$ cat config.mk
export PLATFORM = sky130hd
export DESIGN_NAME = upack_channel_sequencer
export DESIGN_NICKNAME = d
export VERILOG_FILES = /design/src/rtl/upack_channel_sequencer_pkg.sv /design/src/rtl/count_bits.sv /design/src/rtl/upack_channel_sequencer_next_channel.sv /design/src/rtl/upack_channel_sequencer.sv
export SDC_FILE = /design/constraint.sdc
export NUM_CORES = 1
export LEC_CHECK = 0
export ABC_AREA = 1
export BUFFER_PORTS_ARGS = -buffer_cell sky130_fd_sc_hd__buf_2
export CAP_MARGIN = 5
export CORE_MARGIN = 2
export CORE_UTILIZATION = 56
export DETAILED_ROUTE_END_ITERATION = 16
export HOLD_SLACK_MARGIN = 0.05
export PLACE_DENSITY = 0.79
export SLEW_MARGIN = 30
export SYNTH_ARGS = -nofsm -noshare
export SYNTH_HDL_FRONTEND = slang
export SYNTH_HIERARCHICAL = 1
export SYNTH_SLANG_ARGS = --single-unit
export TNS_END_PERCENT = 20
$ cat constraint.sdc
create_clock -name clk -period 2.5 [get_ports clk]
set_input_delay 0.125 -clock clk [delete_from_list [all_inputs] [get_ports clk]]
set_output_delay 0.125 -clock clk [all_outputs]
set_load 0.1 [all_outputs]
$ cat src/rtl/upack_channel_sequencer_pkg.sv
// Shared definitions for the timestamped unpacker channel sequencer.
// Holds the default channel count and the sequencer state encoding.
package upack_channel_sequencer_pkg;

  localparam int NUM_OF_CHANNELS_DEF = 4;

  typedef enum logic {
    ST_IDLE = 1'b0,
    ST_RUN  = 1'b1
  } upack_state_e;

endpackage

$ cat src/rtl/count_bits.sv
// Population count of a bit vector.
module count_bits #(
  parameter int BIT_WIDTH = 4
) (
  input  logic [BIT_WIDTH-1:0]             data,
  output logic [$clog2(BIT_WIDTH+1)-1:0]   count
);

  localparam int CNT_W = $clog2(BIT_WIDTH + 1);

  always_comb begin
    count = '0;
    for (int i = 0; i < BIT_WIDTH; i++) begin
      count = count + CNT_W'(data[i]);
    end
  end

endmodule

$ cat src/rtl/upack_channel_sequencer_next_channel.sv
// Masked priority encoder: next set bit above ptr (wrapping to the lowest),
// plus the lowest and highest set bits of the mask (0 when the mask is empty).
module upack_next_channel
  import upack_channel_sequencer_pkg::*;
#(
  parameter int NUM_OF_CHANNELS = NUM_OF_CHANNELS_DEF,
  localparam int CH_W = $clog2(NUM_OF_CHANNELS)
) (
  input  logic [NUM_OF_CHANNELS-1:0] mask,
  input  logic [CH_W-1:0]            ptr,
  output logic [CH_W-1:0]            next_ch,
  output logic [CH_W-1:0]            low_ch,
  output logic [CH_W-1:0]            high_ch
);

  logic found_next;

  always_comb begin
    low_ch     = '0;
    high_ch    = '0;
    next_ch    = '0;
    found_next = 1'b0;
    // Descending scan: the last hit is the lowest set bit / nearest bit above ptr.
    for (int i = NUM_OF_CHANNELS - 1; i >= 0; i--) begin
      if (mask[i]) begin
        low_ch = CH_W'(i);
        if (CH_W'(i) > ptr) begin
          next_ch    = CH_W'(i);
          found_next = 1'b1;
        end
      end
    end
    for (int i = 0; i < NUM_OF_CHANNELS; i++) begin
      if (mask[i]) high_ch = CH_W'(i);
    end
    if (!found_next) next_ch = low_ch;
  end

endmodule

$ cat src/rtl/upack_channel_sequencer.sv
// Walks the enabled channels of one packed upstream word, one channel per
// output beat; a new enable mask takes effect only at a word boundary.
module upack_channel_sequencer
  import upack_channel_sequencer_pkg::*;
#(
  parameter int NUM_OF_CHANNELS = NUM_OF_CHANNELS_DEF,
  localparam int CH_W  = $clog2(NUM_OF_CHANNELS),
  localparam int CNT_W = $clog2(NUM_OF_CHANNELS + 1)
) (
  input  logic                       clk,
  input  logic                       resetn,
  input  logic [NUM_OF_CHANNELS-1:0] enable,
  input  logic                       cfg_load,
  input  logic                       s_valid,
  output logic                       s_ready,
  output logic                       m_valid,
  input  logic                       m_ready,
  output logic [CH_W-1:0]            m_channel,
  output logic                       m_first,
  output logic                       m_last,
  output logic [CNT_W-1:0]           num_enabled,
  output logic                       busy,
  output upack_state_e               dbg_state
);

  // Handshake: a beat transfers when m_valid & m_ready; s_ready pulses only on
  // the transfer of the last enabled channel, consuming the upstream word.

  upack_state_e               state_q, state_d;
  logic [NUM_OF_CHANNELS-1:0] enable_q, enable_d;
  logic [NUM_OF_CHANNELS-1:0] shadow_q, shadow_d;
  logic                       pend_q, pend_d;
  logic [CH_W-1:0]            ptr_q, ptr_d;
  logic [CNT_W-1:0]           num_enabled_q, num_enabled_d;

  logic [CH_W-1:0]            cur_next, cur_low, cur_high;
  logic [CH_W-1:0]            new_next, new_low, new_high;
  logic [NUM_OF_CHANNELS-1:0] apply_mask;
  logic [CNT_W-1:0]           apply_cnt;
  logic                       run, hs, word_done, boundary, apply;

  upack_next_channel #(.NUM_OF_CHANNELS(NUM_OF_CHANNELS)) u_cur_nc (
    .mask    (enable_q),
    .ptr     (ptr_q),
    .next_ch (cur_next),
    .low_ch  (cur_low),
    .high_ch (cur_high)
  );

  upack_next_channel #(.NUM_OF_CHANNELS(NUM_OF_CHANNELS)) u_new_nc (
    .mask    (apply_mask),
    .ptr     ('0),
    .next_ch (new_next),
    .low_ch  (new_low),
    .high_ch (new_high)
  );

  count_bits #(.BIT_WIDTH(NUM_OF_CHANNELS)) u_count (
    .data  (apply_mask),
    .count (apply_cnt)
  );

  always_comb begin
    run       = (state_q == ST_RUN);
    m_valid   = run & s_valid;
    m_channel = run ? ptr_q : '0;
    m_first   = run & (ptr_q == cur_low);
    m_last    = run & (ptr_q == cur_high);
    hs        = m_valid & m_ready;
    s_ready   = hs & m_last;
    word_done = s_ready;
    busy      = run & (ptr_q != cur_low);
    // A first-beat transfer of a multi-channel word also leaves the boundary.
    boundary  = (!busy & !(hs & !m_last)) | word_done;
    apply     = (cfg_load & boundary) | (pend_q & word_done);
    apply_mask = cfg_load ? enable : shadow_q;

    state_d       = state_q;
    enable_d      = enable_q;
    shadow_d      = shadow_q;
    pend_d        = pend_q;
    ptr_d         = ptr_q;
    num_enabled_d = num_enabled_q;

    if (hs) ptr_d = m_last ? cur_low : cur_next;

    if (apply) begin
      enable_d      = apply_mask;
      num_enabled_d = apply_cnt;
      ptr_d         = new_low;
      state_d       = (|apply_mask) ? ST_RUN : ST_IDLE;
      pend_d        = 1'b0;
    end else if (cfg_load) begin
      pend_d   = 1'b1;
      shadow_d = enable;
    end
  end

  always_ff @(posedge clk) begin
    if (!resetn) begin
      state_q       <= ST_IDLE;
      enable_q      <= '0;
      shadow_q      <= '0;
      pend_q        <= 1'b0;
      ptr_q         <= '0;
      num_enabled_q <= '0;
    end else begin
      state_q       <= state_d;
      enable_q      <= enable_d;
      shadow_q      <= shadow_d;
      pend_q        <= pend_d;
      ptr_q         <= ptr_d;
      num_enabled_q <= num_enabled_d;
    end
  end

  assign num_enabled = num_enabled_q;
  assign dbg_state   = state_q;

endmodule

==> results.md, run 1 <==
- Area after DPL: 1260 um^2
- Wire per inst: 9.73 um
- Initial antenna violation count: 0
- Worst Skew: 0.00206 ns
- Worst path max stage delay: 0.45 ns
- Mapped Area: 1170 um^2
- Via count of the first global-routing pass: 968
- Post-CTS sizing: 0
- RSZ-0062 raised after global routing: false
- Final Hold Viols: 0
- Slew margin rel.: 0.542
- Global route hottest layer: met2
- Share of layout cells above drive strength 1: 0.310
- Crit share post-route: 0.802
- Worst path cell trace: inv_2 > o21ai_0 > inv_1 > nand2_1 > nand3_1 > nor2_2 > buf_2
- Grt met3 use: 0.0182
- Number of DRC markers in iteration 0: 11
- Synth Instances: 179
- Crit path max-delay family: buffers and inverters
- Syn Nets: 191
- Worst-skew pair later-pin latency: 0.29 ns
- CP max FO: 3
- CTS Buf Count: 3
- Via count: 1070
- Post-detail-place hpwl: 1760 um
- CTS Hold Bufs: 0
- Setup CP Type: register to output port
- Vias per inst: 4.78
- Worst path bufs/invs: 3
- Met2 usage: 0.340
- CP endpoint kind: output port
- Outcome: finished clean
- Met1 Use GR: 0.229
- DRC: 0
- Pwr Density: 678 nW/um^2
- Worst hold slack: 0.158 ns
- Worst VDD drop: 0.000520 V
- Number of setup buffers added after CTS: 0
- Synth Area per Inst: 6.56 um^2
- Slew at the pin closest to its max-slew limit: 0.680 ns
- Root buf cell: clkbuf_4
- Max_cap viols: 0
- GRT Residual Overflow: 0
- Clk buf depth: 2
- Ant. Diodes: 0
- Required time worst endpoint: 2.38 ns
- Layout area overhead: 9.48%
- Final min period: 2.00 ns
- Die Area: 2480 um^2
- Leading cell type in the layout, fill and taps excluded: nand2_1
- CP max stage cell: buf_2
- Core footprint: 1960 um^2
- Largest net degree at the start of global routing: 19
- Pre-Repair DR Iteration Count: 4
- Buffers on Ports: 19
- Max Slew Vio Count: 0
- Layout Utilization: 0.656
- Post-Route WL: 2180 um
- Max Fclk: 499 MHz
- H-tree depth: 1
- Worst setup SP type: register
- I/O pin cnt: 20
- Total power: 0.872 mW
- CTS tree: yes
- Warnings from Yosys: 6
- Routability cong.: 0.811
- Fin nets: 210
- Initial Util: 0.599
- Die height: 49.8 um
- Global-route wire length before repair: 3760 um
- Crit path DAT: 1.88 ns
- Most frequent cells in the layout: nand2_1 (36), inv_1 (33), nor2_1 (22)
- Hold Crit Class: input port to register
- Pleak: 0.763 nW
- Reg clk slew, reported paths: 0.09 ns
- Cell area after layout: 1290 um^2
- Setup Viol. Count Final: 0
- Cell Rows: 16
- Number of clock sinks: 15
- Die width: 49.8 um
- Post-DRT Antenna Nets: 0
- GRT Resource Usage Total: 0.194
## cell type report
class                      count  area (um^2)
fill                         212          676
multi-input combinational    113          652
sequential                    15          300
inverter                      46          179
timing repair buffer          19         95.1
tap                           27         33.8
clock buffer                   4         26.3
## report_power, final
group	switching [mW]	internal (mW)
clock	0.0788	0.0622
sequential	0.0252	0.268
combinational	0.329	0.108
## tightest hold or removal path: stages
cell,delay (ns)
buf_2,0.17
nand2_1,0.09
inv_1,0.03
## state kept, by name, indices dropped and copies added (netlist names)
register,count
ptr_q,2
dbg_state,1
num_enabled,3
pend_q,1
enable_q,4
shadow_q,4
## routing by layer
layer | vias to the layer above | routed length (um)
met5 | - | 0
met4 | 0 | 45
met3 | 5 | 64
met2 | 16 | 1140
met1 | 479 | 935
li1 | 570 | -
## through the flow
step | TNS (ns) | std cells | worst slack [ns]
floorplan | -0.390 | 179 | -0.188
global placement | 0 | 220 | 0.544
detailed placement | 0 | 220 | 0.463
CTS | 0 | 224 | 0.507
global route | 0 | 224 | 0.293
finish | 0 | 224 | 0.495
## final timing paths
| kind | depth (start not counted) | endpoint | slack, ns | from |
|---|---|---|---|---|
| setup / recovery | 7 | m_last | 0.50 | enable_q[1]$_SDFFE_PN0P_ |
| hold reg to reg | 2 | shadow_q[2]$_SDFFE_PN0N_ | 0.46 | shadow_q[2]$_SDFFE_PN0N_ |
| hold / removal | 3 | ptr_q[1]$_SDFFE_PN0P_ | 0.16 | resetn |
| setup reg to reg | 9 | num_enabled[1]$_SDFFE_PN0P_ | 0.60 | shadow_q[0]$_SDFFE_PN0N_ |
No activity file was read; power rests on OpenSTA's default activity.
==> run 2, diff against run 1 <==
Clock period 2.5 ns to 2.1 ns, I/O delays scaled along.
==> results.md, run 2 (synthesized netlist as in run 1, its figures left out) <==
- Hold path cells: 3 (unchanged)
- Most used cell along the critical path: nand2_1
- CP max FO: 4 (+1)
- Required time worst endpoint: 2.00 ns (-0.38 ns)
- Hold Startpoint: resetn
- GRT Residual Overflow: 0 (unchanged)
- Root buf cell: clkbuf_4
- Post-detail-place hpwl: 1850 um (+5.5%)
- Layout area overhead: 11.9%
- Post-DRT Antenna Nets: 0 (unchanged)
- CP max stage cell: buf_2
- Clk buf depth: 2 (unchanged)
- FF/Latch Area: 302 um^2 (+0.42%)
- CTS Hold Bufs: 0 (unchanged)
- Hold Path End: ptr_q[1]$_SDFFE_PN0P_
- DRC: 0 (unchanged)
- Crit path DAT: 1.87 ns (about the same)
- Reg clk slew, reported paths: 0.09 ns (about the same)
- Pleak: 0.773 nW (+1.3%)
- H-tree depth: 1 (unchanged)
- Power share of the sequential group: 0.332 (-0.005)
- Power share of the combinational group: 0.509 (+0.007)
- GRT Resource Usage Total: 0.213 (+0.0188)
- Worst reg2reg path endpoint: num_enabled[1]$_SDFFE_PN0P_
- Via count: 1093 (+2.1%)
- Share of layout cells above drive strength 1: 0.327 (+0.0170)
- Ant. Diodes: 0 (unchanged)
- Number of setup buffers added after CTS: 0 (unchanged)
- FF-to-FF path depth: 9 (unchanged)
- Vias per inst: 4.84 (+1.2%)
- Die width: 49.8 um (unchanged)
- Slew at the pin closest to its max-slew limit: 0.486 ns (-0.194 ns)
- I/O pin cnt: 20 (unchanged)
- Post-Route WL: 2350 um (+7.8%)
- Final min period: 1.97 ns
- Reg2reg setup slack: 0.18 ns (-0.42 ns)
- Clock network fraction of total power: 0.159 (-0.003)
- Pwr Density: 806 nW/um^2 (+19%)
- Worst-skew pair later-pin latency: 0.29 ns (about the same)
- Setup CP Type: register to output port
- Slew margin rel.: 0.678 (+0.136)
- Via count of the first global-routing pass: 1038 (+7.2%)
- RSZ-0062 raised after global routing: true
- Setup Viol. Count Final: 0 (unchanged)
- Worst path cell trace: inv_2 > nand2_1 > nand2_1 > nand2_1 > inv_1 > inv_1 > nand2_1 > nand2_1 > nand2_1 > nand2_1 > inv_1 > buf_2
- FILL cells: 200 (-5.7%)
- Die Area: 2480 um^2 (unchanged)
- Worst path max stage delay: 0.41 ns (-0.04 ns)
- CTS tree: yes
- Psw: 0.529 mW (+22%)
- Number of clock sinks: 15 (unchanged)
- Worst hold slack: 0.142 ns (-0.0161 ns)
- Leading cell type in the layout, fill and taps excluded: nand2_1
- Largest net degree at the start of global routing: 19 (unchanged)
- Fin nets: 212 (+0.95%)
- CTS Buf Count: 3 (unchanged)
- Multi-input gate area: 659 um^2 (+1.2%)
- Final Hold Viols: 0 (unchanged)
- Pre-Repair DR Iteration Count: 4 (unchanged)
- Max Slew Vio Count: 0 (unchanged)
- Global-route wire length before repair: 4180 um (+11%)
- Internal power: 0.531 mW (+21%)
- Max_cap viols: 0 (unchanged)
- Hold Crit Class: input port to register
- Initial antenna violation count: 0 (unchanged)
- Initial Util: 0.599 (unchanged)
- Post-CTS sizing: 0 (unchanged)
- Worst setup SP type: register
- Setup_tns: 0 ns (unchanged)
- Number of DRC markers in iteration 0: 19 (+8)
- Wire per inst: 10.4 um (+6.8%)
- Buffers on Ports: 19 (unchanged)
- Final worst setup slack: 0.125 ns (-0.370 ns)
- Core footprint: 1960 um^2 (unchanged)
- Crit share post-route: 0.940
- Cell area after layout: 1320 um^2 (+2.2%)
- Worst slack at placement: 0.109 ns (-0.354 ns)
- Cell Rows: 16 (unchanged)
- Max Fclk: 506 MHz
- Outcome: finished clean
- Most frequent cells in the layout: nand2_1 (36), inv_1 (33), nor2_1 (21)
- Routability cong.: 0.801 (-1.2%)
- CP endpoint kind: output port
- Reg-to-Reg Start: shadow_q[0]$_SDFFE_PN0N_
- Area after DPL: 1280 um^2 (+1.9%)
- Sw frac: 0.499 (+0.00205)
- Worst VDD drop: 0.000461 V (-11%)
- Die height: 49.8 um (unchanged)
- Worst Skew: 0.00124 ns (-0.000814 ns)
## run 2: metal layers
metal	global-route usage	up-vias	wire, um
met5	0	-	0
met4	0.0556	0	24
met3	0.0182	3	60
met2	0.411	16	1230
met1	0.247	499	1040
li1	-	575	-
## run 2: worst max path at each step
stage                                  start  slack [ns]  cells past startpoint                     endpoint
global route        enable_q[1]$_SDFFE_PN0P_      -0.009                     13        ptr_q[0]$_SDFFE_PN0P_
detailed placement                  cfg_load        0.11                     12  num_enabled[1]$_SDFFE_PN0P_
global placement                    cfg_load        0.18                     12  num_enabled[1]$_SDFFE_PN0P_
finish              enable_q[2]$_SDFFE_PN0P_        0.13                     12                         busy
CTS                 enable_q[1]$_SDFFE_PN0P_        0.03                      7                       m_last
floorplan             dbg_state$_SDFFE_PN0P_        0.04                      9        ptr_q[1]$_SDFFE_PN0P_
## run 2: power by group through the flow
| stage | Combinational (mW) | Clock, mW | Sequential (mW) |
|---|---|---|---|
| CTS | 0.539 | 0.173 | 0.351 |
| finish | 0.539 | 0.169 | 0.352 |
| detailed placement | 0.537 | 0 | 0.358 |
| global placement | 0.522 | 0 | 0.356 |
| global route | 0.589 | 0.185 | 0.356 |
| floorplan | 0.400 | 0 | 0.427 |
## run 2: metrics by stage
step,total power [mW],util,instances
finish,1.06,0.670,226
global route,1.13,0.670,226
CTS,1.06,0.668,226
detailed placement,0.895,0.654,222
global placement,0.878,0.654,222
floorplan,0.826,-,179
## run 2: cell type report
cell class,count,share of cell area
multi-input cells,113,0.501
flip-flops and latches,15,0.229
inverters,46,0.136
repair buffers,21,0.0875
well taps,27,0.0257
clock buffers,4,0.0200
## run 2: critical path, delay by kind of cell, from the launching register on
kind          cells  cell delay [ns]
buf+inv           5             0.70
flops             1             0.36
simple gates      7             0.51
